File: config.mk
export PLATFORM = sky130hd
export DESIGN_NAME = riscv_mem_arbiter
export DESIGN_NICKNAME = d
export VERILOG_FILES = /design/src/rtl/riscv_mem_arb_pkg.sv /design/src/rtl/mem_arb_starve_ctr.sv /design/src/rtl/riscv_mem_arbiter.sv
export SDC_FILE = /design/constraint.sdc
export NUM_CORES = 1
export LEC_CHECK = 0
export BUFFER_PORTS_ARGS = -buffer_cell sky130_fd_sc_hd__buf_2
export CORE_AREA = 5 5 80 82
export DETAILED_ROUTE_END_ITERATION = 6
export DIE_AREA = 0 0 85 87
export PLACE_DENSITY = 0.74
export SLEW_MARGIN = 40
export SYNTH_ARGS = -nofsm -noshare
export SYNTH_HDL_FRONTEND = slang
export SYNTH_SLANG_ARGS = --single-unit
File: constraint.sdc
create_clock -name CLK -period 1.2 [get_ports CLK]
set_input_delay 0.18 -clock CLK [delete_from_list [all_inputs] [get_ports CLK]]
set_output_delay 0.18 -clock CLK [all_outputs]
set_load 0.05 [all_outputs]
File: src/rtl/riscv_mem_arb_pkg.sv
// Shared types and constants for the IF/DM single-port SRAM arbiter.
package riscv_mem_arb_pkg;

  localparam int STARVE_W = 4;

  typedef enum logic [1:0] {
    RS_NONE,
    RS_IF,
    RS_DM
  } resp_sel_t;

endpackage

File: src/rtl/mem_arb_starve_ctr.sv
// Saturating IF starvation counter: clear has priority over increment.
module mem_arb_starve_ctr
  import riscv_mem_arb_pkg::*;
#(
  parameter int W     = STARVE_W,
  parameter int LIMIT = 4
) (
  input  logic CLK,
  input  logic RSTn,
  input  logic clr,
  input  logic inc,
  output logic at_limit
);

  localparam logic [W-1:0] LIM = W'(LIMIT);
  localparam logic [W-1:0] MAX = '1;

  logic [W-1:0] cnt_q;
  logic [W-1:0] cnt_d;

  always_comb begin
    cnt_d = cnt_q;
    if (clr) begin
      cnt_d = '0;
    end else if (inc && (cnt_q != MAX)) begin
      cnt_d = cnt_q + 1'b1;
    end
  end

  always_ff @(posedge CLK) begin
    if (!RSTn) begin
      cnt_q <= '0;
    end else begin
      cnt_q <= cnt_d;
    end
  end

  assign at_limit = (cnt_q >= LIM);

endmodule

File: src/rtl/riscv_mem_arbiter.sv
// Arbitrates core IF and DM ports onto one SP_SRAM: DM priority with IF starvation override.
// Optional MEM_ARB_STATS_EN adds IF stall and DM access counters.
module riscv_mem_arbiter
  import riscv_mem_arb_pkg::*;
#(
  parameter int AWIDTH       = 10,
  parameter int STARVE_LIMIT = 4
) (
  input  logic              CLK,
  input  logic              RSTn,
  input  logic              IF_REQ,
  input  logic [11:0]       IF_ADDR,
  output logic              IF_GNT,
  output logic              IF_RVALID,
  output logic [31:0]       IF_RDATA,
  input  logic              DM_REQ,
  input  logic              DM_WE,
  input  logic [11:0]       DM_ADDR,
  input  logic [3:0]        DM_BE,
  input  logic [31:0]       DM_WDATA,
  output logic              DM_GNT,
  output logic              DM_RVALID,
  output logic [31:0]       DM_RDATA,
  output logic              SRAM_CSN,
  output logic              SRAM_WEN,
  output logic [3:0]        SRAM_BE,
  output logic [AWIDTH-1:0] SRAM_ADDR,
  output logic [31:0]       SRAM_DI,
  input  logic [31:0]       SRAM_DOUT
`ifdef MEM_ARB_STATS_EN
  ,
  output logic [31:0]       ARB_IF_STALLS,
  output logic [31:0]       ARB_DM_ACCESSES
`endif
);

  logic      if_at_limit;
  logic      if_stall;
  resp_sel_t resp_sel_q;
  resp_sel_t resp_sel_d;
  logic      unused_addr_lsbs;

  assign unused_addr_lsbs = ^{IF_ADDR[1:0], DM_ADDR[1:0]};

  mem_arb_starve_ctr #(
    .W     (STARVE_W),
    .LIMIT (STARVE_LIMIT)
  ) u_starve (
    .CLK      (CLK),
    .RSTn     (RSTn),
    .clr      (!IF_REQ || IF_GNT),
    .inc      (if_stall),
    .at_limit (if_at_limit)
  );

  // Grants are gated by RSTn so nothing reaches the SRAM while in reset.
  always_comb begin
    DM_GNT     = RSTn && DM_REQ && !(IF_REQ && if_at_limit);
    IF_GNT     = RSTn && IF_REQ && !DM_GNT;
    if_stall   = IF_REQ && !IF_GNT;
    SRAM_CSN   = 1'b1;
    SRAM_WEN   = 1'b1;
    SRAM_BE    = 4'b0000;
    SRAM_ADDR  = '0;
    SRAM_DI    = 32'd0;
    resp_sel_d = RS_NONE;
    if (DM_GNT) begin
      SRAM_CSN  = 1'b0;
      SRAM_ADDR = DM_ADDR[AWIDTH+1:2];
      if (DM_WE) begin
        SRAM_WEN = 1'b0;
        SRAM_BE  = DM_BE;
        SRAM_DI  = DM_WDATA;
      end else begin
        resp_sel_d = RS_DM;
      end
    end else if (IF_GNT) begin
      SRAM_CSN   = 1'b0;
      SRAM_ADDR  = IF_ADDR[AWIDTH+1:2];
      resp_sel_d = RS_IF;
    end
  end

  always_ff @(posedge CLK) begin
    if (!RSTn) begin
      resp_sel_q <= RS_NONE;
    end else begin
      resp_sel_q <= resp_sel_d;
    end
  end

  assign IF_RVALID = RSTn && (resp_sel_q == RS_IF);
  assign DM_RVALID = RSTn && (resp_sel_q == RS_DM);
  assign IF_RDATA  = SRAM_DOUT;
  assign DM_RDATA  = SRAM_DOUT;

`ifdef MEM_ARB_STATS_EN
  logic [31:0] if_stalls_q;
  logic [31:0] if_stalls_d;
  logic [31:0] dm_acc_q;
  logic [31:0] dm_acc_d;

  always_comb begin
    if_stalls_d = if_stalls_q;
    dm_acc_d    = dm_acc_q;
    if (if_stall) begin
      if_stalls_d = if_stalls_q + 32'd1;
    end
    if (DM_GNT) begin
      dm_acc_d = dm_acc_q + 32'd1;
    end
  end

  always_ff @(posedge CLK) begin
    if (!RSTn) begin
      if_stalls_q <= 32'd0;
      dm_acc_q    <= 32'd0;
    end else begin
      if_stalls_q <= if_stalls_d;
      dm_acc_q    <= dm_acc_d;
    end
  end

  assign ARB_IF_STALLS   = if_stalls_q;
  assign ARB_DM_ACCESSES = dm_acc_q;
`endif

  // Requesters must hold REQ until granted; at most one grant per cycle.
  a_if_hold: assert property (@(posedge CLK) disable iff (!RSTn) (IF_REQ && !IF_GNT) |=> IF_REQ);
  a_dm_hold: assert property (@(posedge CLK) disable iff (!RSTn) (DM_REQ && !DM_GNT) |=> DM_REQ);
  a_one_gnt: assert property (@(posedge CLK) !(IF_GNT && DM_GNT));

endmodule
==> run summary, run 1 <==
The worst-case IR drop observed on VDD is 0.275 mV. Setup slack on the worst reg-to-reg path comes out at -0.03 ns. The largest fanout on the critical path came out at 5. The final reports fail on negative setup slack. STA puts the critical path data arrival time at 1.47 ns. The cell area after synthesis is 1140 µm². Cells with a size suffix above 1 make up 92.5% of the layout. The total number of clock tree sinks came out at 6.

For this design the total switching power over the nets is 455 µW. STA puts the critical path data required time at 1.02 ns. The routed design could run at a clock period as short as about 1.6 ns.

In the routed design, unresolved DRC markers number 0. The largest net degree at the start of global routing came out at 20. The proportion of power drawn by flip-flops and latches came out at 17.7%. The maximum root-to-sink buffer count is 2. The post-synthesis area per instance is 7.87 µm².

The number of standard cells after synthesis is 145. After floorplanning, the core was divided into 28 placement rows. The die is 87 µm tall. The number of hold buffers added after CTS was 0.

From synthesis to final layout, the design area changed by 83.9%. In the finished design, the share of the clock period the worst path needs comes to 137%. The root buffer cell is sky130_fd_sc_hd__clkbuf_8.

The net count of the finished layout is 300. The critical path is of the reg2out type. Setup violations remaining at the end of the flow were counted as 51.

The wire length on met3 came out at 804 µm. The switching portion of total power is 37.6%. For this design the top-level I/O count stands at 213. The TritonCTS clock tree is yes. The flop and latch count out of synthesis is 6. The count of filler cells inserted in the layout is 548.

The horizontal die dimension came out at 85 µm. The count of routing violations after the opening detailed-route iteration came out at 6. The die footprint came out at between 7000 and 8000 µm². The ratio of total power to cell area came out at between 500 and 600 nW/µm². The share of the core filled with cells in the final layout came out at a little under two fifths. The startpoint class of the critical path is a flip-flop. The total routing resource utilization after global routing came out at 10.3%. The portion of the post-synthesis area used by sequential elements is 10.5%. The detailed-routing wirelength on met1 is 1320 µm. The met2 layer wire length in the routed design is between 2000 and 2500 µm. The min-delay analysis places its worst path in the category in2reg. The number of max-slew violations in the final report is 0.

Derived from the worst setup path, the maximum achievable clock frequency is 607 MHz. The depth of the CTS H-tree came out at 1. Setup repair after global routing could not meet its margin everywhere.

For this design the static power due to leakage is about 0.0011 µW. The worst hold slack after final layout is around 0.14 ns. The initial core utilization is 20.1%.

The hold violation total from the final report came to 0. The number of vias in the routed layout came out at around 1.1k. The number of detailed-route iterations in the first pass is 4. The cell area reported after detailed placement came out at 1520 µm². Setup slack on the critical path of the routed design comes to -0.447 ns. The area of the multi-input gates came out at 661 µm². The clock transition at the registers of the reported paths came out at 0.04 ns. The number of nets in the synthesized netlist is 243.

The max-capacitance violation count is 0. Of all cell types, the one taking the most synthesized area is sky130_fd_sc_hd__buf_4. Across the whole layout, storage elements account for 124 µm².

Leaving out fill and tap cells, the most frequent cell in the layout is sky130_fd_sc_hd__buf_2. The placed wire-length estimate is 3020 µm. The distinct cell type count of the synthesized netlist is 24. The combinational share of power came out at 57.5%.

The first global-routing pass estimated 6020 µm of wire. The via count of the first global-routing pass came out at 1199. The cell count after placement came out at 269. The antenna diode count is 0. The congestion estimate from routability-driven global placement came to 0.797. The number of buffers added by the clock tree synthesis step came out at 3. The core box area came out at about 5700 µm². The count of placed standard cells in the final layout, fillers left out came out at 275. The number of vias per cell came out at 4.12. The area share of the leading cell type in the synthesized netlist came out at a little over two fifths. The number of antenna violations at the first check in global routing is 0.

The critical path capture point type is an output port. The number of buffers added on ports came out at 112. The count of nets left with antenna violations after detail routing is 0.

The internal portion of the total power is 755 µW. The clock latency at the later pin of the worst-skew pair is 0.22 ns. The yosys synthesis warning count came out at 0. In the layout the commonest cells are sky130_fd_sc_hd__buf_2 (63), sky130_fd_sc_hd__buf_8 (35), sky130_fd_sc_hd__and2_4 (30). The clock network fraction of total power came out at 24.8%. The mean routed wirelength per cell came out at between 15 and 20 µm. The run finished, with violations left. The remaining global-route overflow came out at 0. Yosys attributes the largest share of cell area to sky130_fd_sc_hd__buf_4 (42%), sky130_fd_sc_hd__and2_1 (20%), sky130_fd_sc_hd__dfxtp_1 (11%), sky130_fd_sc_hd__a22o_1 (7.7%), sky130_fd_sc_hd__buf_6 (3.9%). The post-route standard cell area excluding fillers came out at 2100 µm².

Prior to clock tree synthesis, the placed netlist has a worst setup slack of -0.287 ns. The highest layer touched by signal routing is met4. On the final layout, the worst clock skew is 0.000254 ns.

The total routed wirelength came out at 4220 µm.
## cells by family (layout without fill, tap and decap cells)
| group | Yosys count | after routing | synth area share, % |
|---|---|---|---|
| flops | 6 | 6 | 10.5 |
| simple gates | 45 | 45 | 24.9 |
| compound gates | 18 | 18 | 13.8 |
| other cells | 1 | 1 | 0.329 |
| buf+inv | 74 | 129 | 49.3 |
| fa+ha+maj | 1 | 1 | 1.10 |
## through the flow
stage | power (µW) | TNS [ns]
after CTS | 1200 | -20.34
after floorplan | 1170 | -3.57
after global placement | 765 | -11.27
final | 1210 | -19.36
after global routing | 1270 | -22.86
after detailed placement | 771 | -12.81
## power groups by stage
stage | Combinational (µW) | Sequential (µW) | Clock [µW]
4_1_cts | 679 | 213 | 307
3_5_place_dp | 555 | 215 | 0
6_report | 696 | 214 | 300
2_1_floorplan | 950 | 215 | 0
5_1_grt | 731 | 215 | 322
3_3_place_gp | 550 | 215 | 0
## what timing repair did
item / in CTS / in global routing
buffers inserted: 1 / 0
pin swaps: 2 / 1
gates resized for setup: 139 / 5
setup endpoints to repair: 52 / 52
gates cloned: 1 / 1
## cell type report
type	instances	area share (%)
repair buffers	124	55.8
inverters	2	0.358
clock buffers	3	1.97
well taps	75	4.47
multi-input cells	65	31.5
flip-flops and latches	6	5.90
## cell usage after synthesis, drive strengths merged
library cell,instances
o21ai,2
o211a,3
a21o,1
a22o,10
nor2b,1
a221o,1
and4,1
nand2,1
nand2b,1
and3,2
and3b,2
inv,2
buf,72
dfxtp,6
conb,1
a221oi,1
nor2,1
ha,1
and2,36
## path summary, 6_finish.rpt
check | startpoint | endpoint | cells past startpoint
worst min-delay path | DM_WE | resp_sel_q[1] | 2
worst min register to register | u_starve.cnt_q[2] | u_starve.cnt_q[2] | 1
worst max-delay path | u_starve.cnt_q[2] | SRAM_ADDR[8] | 5
worst max register to register | u_starve.cnt_q[2] | u_starve.cnt_q[1] | 4
## layer usage
metal,track usage [%],up-vias
met5,0,-
met4,2.73,0
met3,8.04,8
met2,18.5,135
met1,8.90,474
li1,-,515
## flip-flops by register name (all words and copies together), names as in the netlist
signal	cells
resp_sel_q	2
u_starve.cnt_q	4
## worst max-delay path, cell delays in order (launching register included)
cell	delay, ns
sky130_fd_sc_hd__dfxtp_2	0.33
sky130_fd_sc_hd__nand2b_4	0.14
sky130_fd_sc_hd__o211a_4	0.25
sky130_fd_sc_hd__clkbuf_16	0.16
sky130_fd_sc_hd__a22o_4	0.21
sky130_fd_sc_hd__buf_6	0.15
Power figures use the tool's default switching activity.
==> run 2, diff against run 1 <==
--- a/config.mk
+++ b/config.mk
@@ -6,10 +6,12 @@
 export NUM_CORES = 1
 export LEC_CHECK = 0
 export BUFFER_PORTS_ARGS = -buffer_cell sky130_fd_sc_hd__buf_2
-export CORE_AREA = 5 5 80 82
+export CELL_PAD_IN_SITES_DETAIL_PLACEMENT = 0
+export CELL_PAD_IN_SITES_GLOBAL_PLACEMENT = 1
+export CORE_MARGIN = 5
+export CORE_UTILIZATION = 13
 export DETAILED_ROUTE_END_ITERATION = 6
-export DIE_AREA = 0 0 85 87
-export PLACE_DENSITY = 0.74
+export PLACE_DENSITY = 0.81
 export SLEW_MARGIN = 40
 export SYNTH_ARGS = -nofsm -noshare
 export SYNTH_HDL_FRONTEND = slang
==> run summary, run 2 (synthesis gave the netlist of run 1 again) <==
The flow ran to the end, but the final reports show violations. The checks that failed: negative setup slack. For the worst-skew pair, the clock arrives at the later sink with an insertion delay of around 0.22 ns. The final layout contains routed wiring with a total length of 4120 µm. The arrival time reported for the critical path endpoint came out at 1.45 ns. The congestion estimate from routability-driven global placement came to approximately 0.71. Setup repair after global routing could not meet its margin everywhere. The area added between synthesis and finish came out at 85.0%. The worst register-to-register path has a setup slack of -0.09 ns.

The tree is rooted in a sky130_fd_sc_hd__clkbuf_8. The number of buffers added by the clock tree synthesis step is 3. After detailed routing, the number of vias per cell comes to 3.68. The worst vdd rail ir drop is 0.276 mV.

OpenSTA, run right after detailed placement, puts the worst setup slack at -0.289 ns. The via count of the first global-routing pass came out at 1195. Static timing analysis puts the maximum clock frequency at 613 MHz. After layout, the worst setup slack is -0.431 ns. In the layout the commonest cells are sky130_fd_sc_hd__buf_2 (63), sky130_fd_sc_hd__buf_8 (37), sky130_fd_sc_hd__and2_4 (32). The number of I/O pins came out at 213. Summed over all cells, the static leakage comes to roughly 0.0011 µW. The fraction of the cycle the final worst path needs is 136%.

The placed wire-length estimate is 3000 µm. The post-route DRC violation count came out at 0. Counting every sink on the clock net gives 6. The flip-flop count of the largest register, all copies and words added is 4. The worst hold path begins at DM_WE. For this block, the initial DRC count from the detailed router was 17.

The largest individual stage delay along the critical path comes from the cell sky130_fd_sc_hd__dfxtp_2. The number of buffers added on ports came out at 112. The height of the die came out at about 100 µm. Buffers inserted to repair hold after CTS numbered 0. The largest net degree at the start of global routing came out at 20. The number of rows created at floorplan is 34. The net total in the final layout came out at around 300.

The final count of negative-setup-slack endpoints came out at slightly above 50. The required time of the worst setup path is 1.02 ns. Counting along the longest clock path gives a buffer depth of 2. The endpoint of the worst register-to-register path is u_starve.cnt_q[1]. The signal on the critical path passes through o21ai_2 > and4_4 > buf_12 > and2_2 > buf_8. The max-capacitance violation count is 0. The final critical-path required period is about 1.6 ns. More flip-flops sit in one register than any other, and that register is u_starve.cnt_q.

The core region is around 8600 µm². The hold violation total from the final report is 0. The startpoint of the most critical register-to-register path is u_starve.cnt_q[2]. The worst setup path is captured at an output port. The cell area reported after detailed placement came out at approximately 1600 µm². The ratio of total power to cell area is between 500 and 600 nW/µm². The antenna diode count is 0.

The remaining global-route overflow came out at 0. Global routing consumed, over all layers together, 6.98% of the routing resources. After clock tree synthesis, the clock-pin slew on the worst setup and hold paths is around 0.040 ns. The largest fanout on the critical path came out at 19.

The count of nets left with antenna violations after detail routing came out at 0. The number of detailed-route iterations in the first pass is 3. After detailed placement, the design holds a cell count of 302. The number of antenna violations at the first check in global routing is 0. The maximum single-stage delay on the critical path came out at 0.32 ns. The setup TNS came out at -19.35 ns.

The wire length of the first global-routing pass is 6330 µm. TritonCTS built the clock tree. The number of vias in the routed layout is 1131. Along the worst hold path, the cell count comes to 2. By startpoint and endpoint, the worst setup path is classified as reg2out. The mean routed wirelength per cell is 13.4 µm. The library cell used most frequently in the layout, excluding fill and tap cells, is sky130_fd_sc_hd__buf_2. For this configuration, the core starts out at a cell density of about an eighth. In this run the number of H-tree levels came out at 1. Cells with a size suffix above 1 make up 92.0% of the layout. The horizontal die dimension came out at 104 µm. The number of max-slew violations in the final report came out at 0. The worst-case reg-to-reg path depth is 5. The count of placed standard cells in the final layout, fillers left out is 307. The die footprint came out at 10800 µm². The min-delay analysis places its worst path in the category in2reg. The hold path endpoint is resp_sel_q[1]. The largest registers in the layout are u_starve.cnt_q: 4 flops, resp_sel_q: 2 flops. The clock skew came out at 0.00208 ns. STA classifies the critical path startpoint as a flip-flop. The post-route standard cell area excluding fillers is 2110 µm².
run 2: worst max-delay path: cells and delay by family, from the launching register on:
kind | cells | cell delay [ns]
and+or+nand+nor | 2 | 0.46
buffers and inverters | 2 | 0.30
DFF | 1 | 0.32
AOI/OAI and AO/OA | 1 | 0.14
run 2: worst max path at each step:
stage,from,to,slack (ns)
after floorplan,u_starve.cnt_q[2],SRAM_ADDR[1],-0.15
after global placement,u_starve.cnt_q[2],SRAM_ADDR[1],-0.27
after detailed placement,u_starve.cnt_q[2],SRAM_DI[26],-0.29
after CTS,u_starve.cnt_q[2],SRAM_DI[28],-0.46
after global routing,u_starve.cnt_q[2],SRAM_DI[26],-0.52
final,u_starve.cnt_q[2],SRAM_DI[27],-0.43
run 2: where the power goes:
group	total, µW	switching [µW]	internal (µW)
clock	300	84.3	215
sequential	214	5.19	209
combinational	676	362	314
run 2: per-layer routing:
layer / track usage [%] / wire length (µm)
met1: 6.60 / 1320
met3: 4.10 / 646
met4: 1.85 / 14
met5: 0 / 0
met2: 12.8 / 2130
run 2: cell type report:
class | count | area (µm²)
clock buffers | 3 | 41.3
multi-input cells | 65 | 662
repair buffers | 123 | 1140
fillers | 906 | 6530
well taps | 108 | 135
flip-flops and latches | 6 | 124
inverters | 2 | 7.51
run 2: repair_timing:
item	4_1_cts	5_1_grt
buffers inserted	0	2
pin swaps	8	4
setup endpoints to repair	51	51
cloned	1	0
gates resized for setup	135	12
run 2: stage by stage:
stage / util [%] / total power, µW / hold slack (ns)
2_1_floorplan: - / 1170 / 0.252
3_3_place_gp: 18.1 / 761 / 0.360
3_5_place_dp: 18.1 / 768 / 0.360
4_1_cts: 24.0 / 1200 / 0.135
5_1_grt: 24.4 / 1260 / 0.140
6_report: 24.4 / 1190 / 0.136
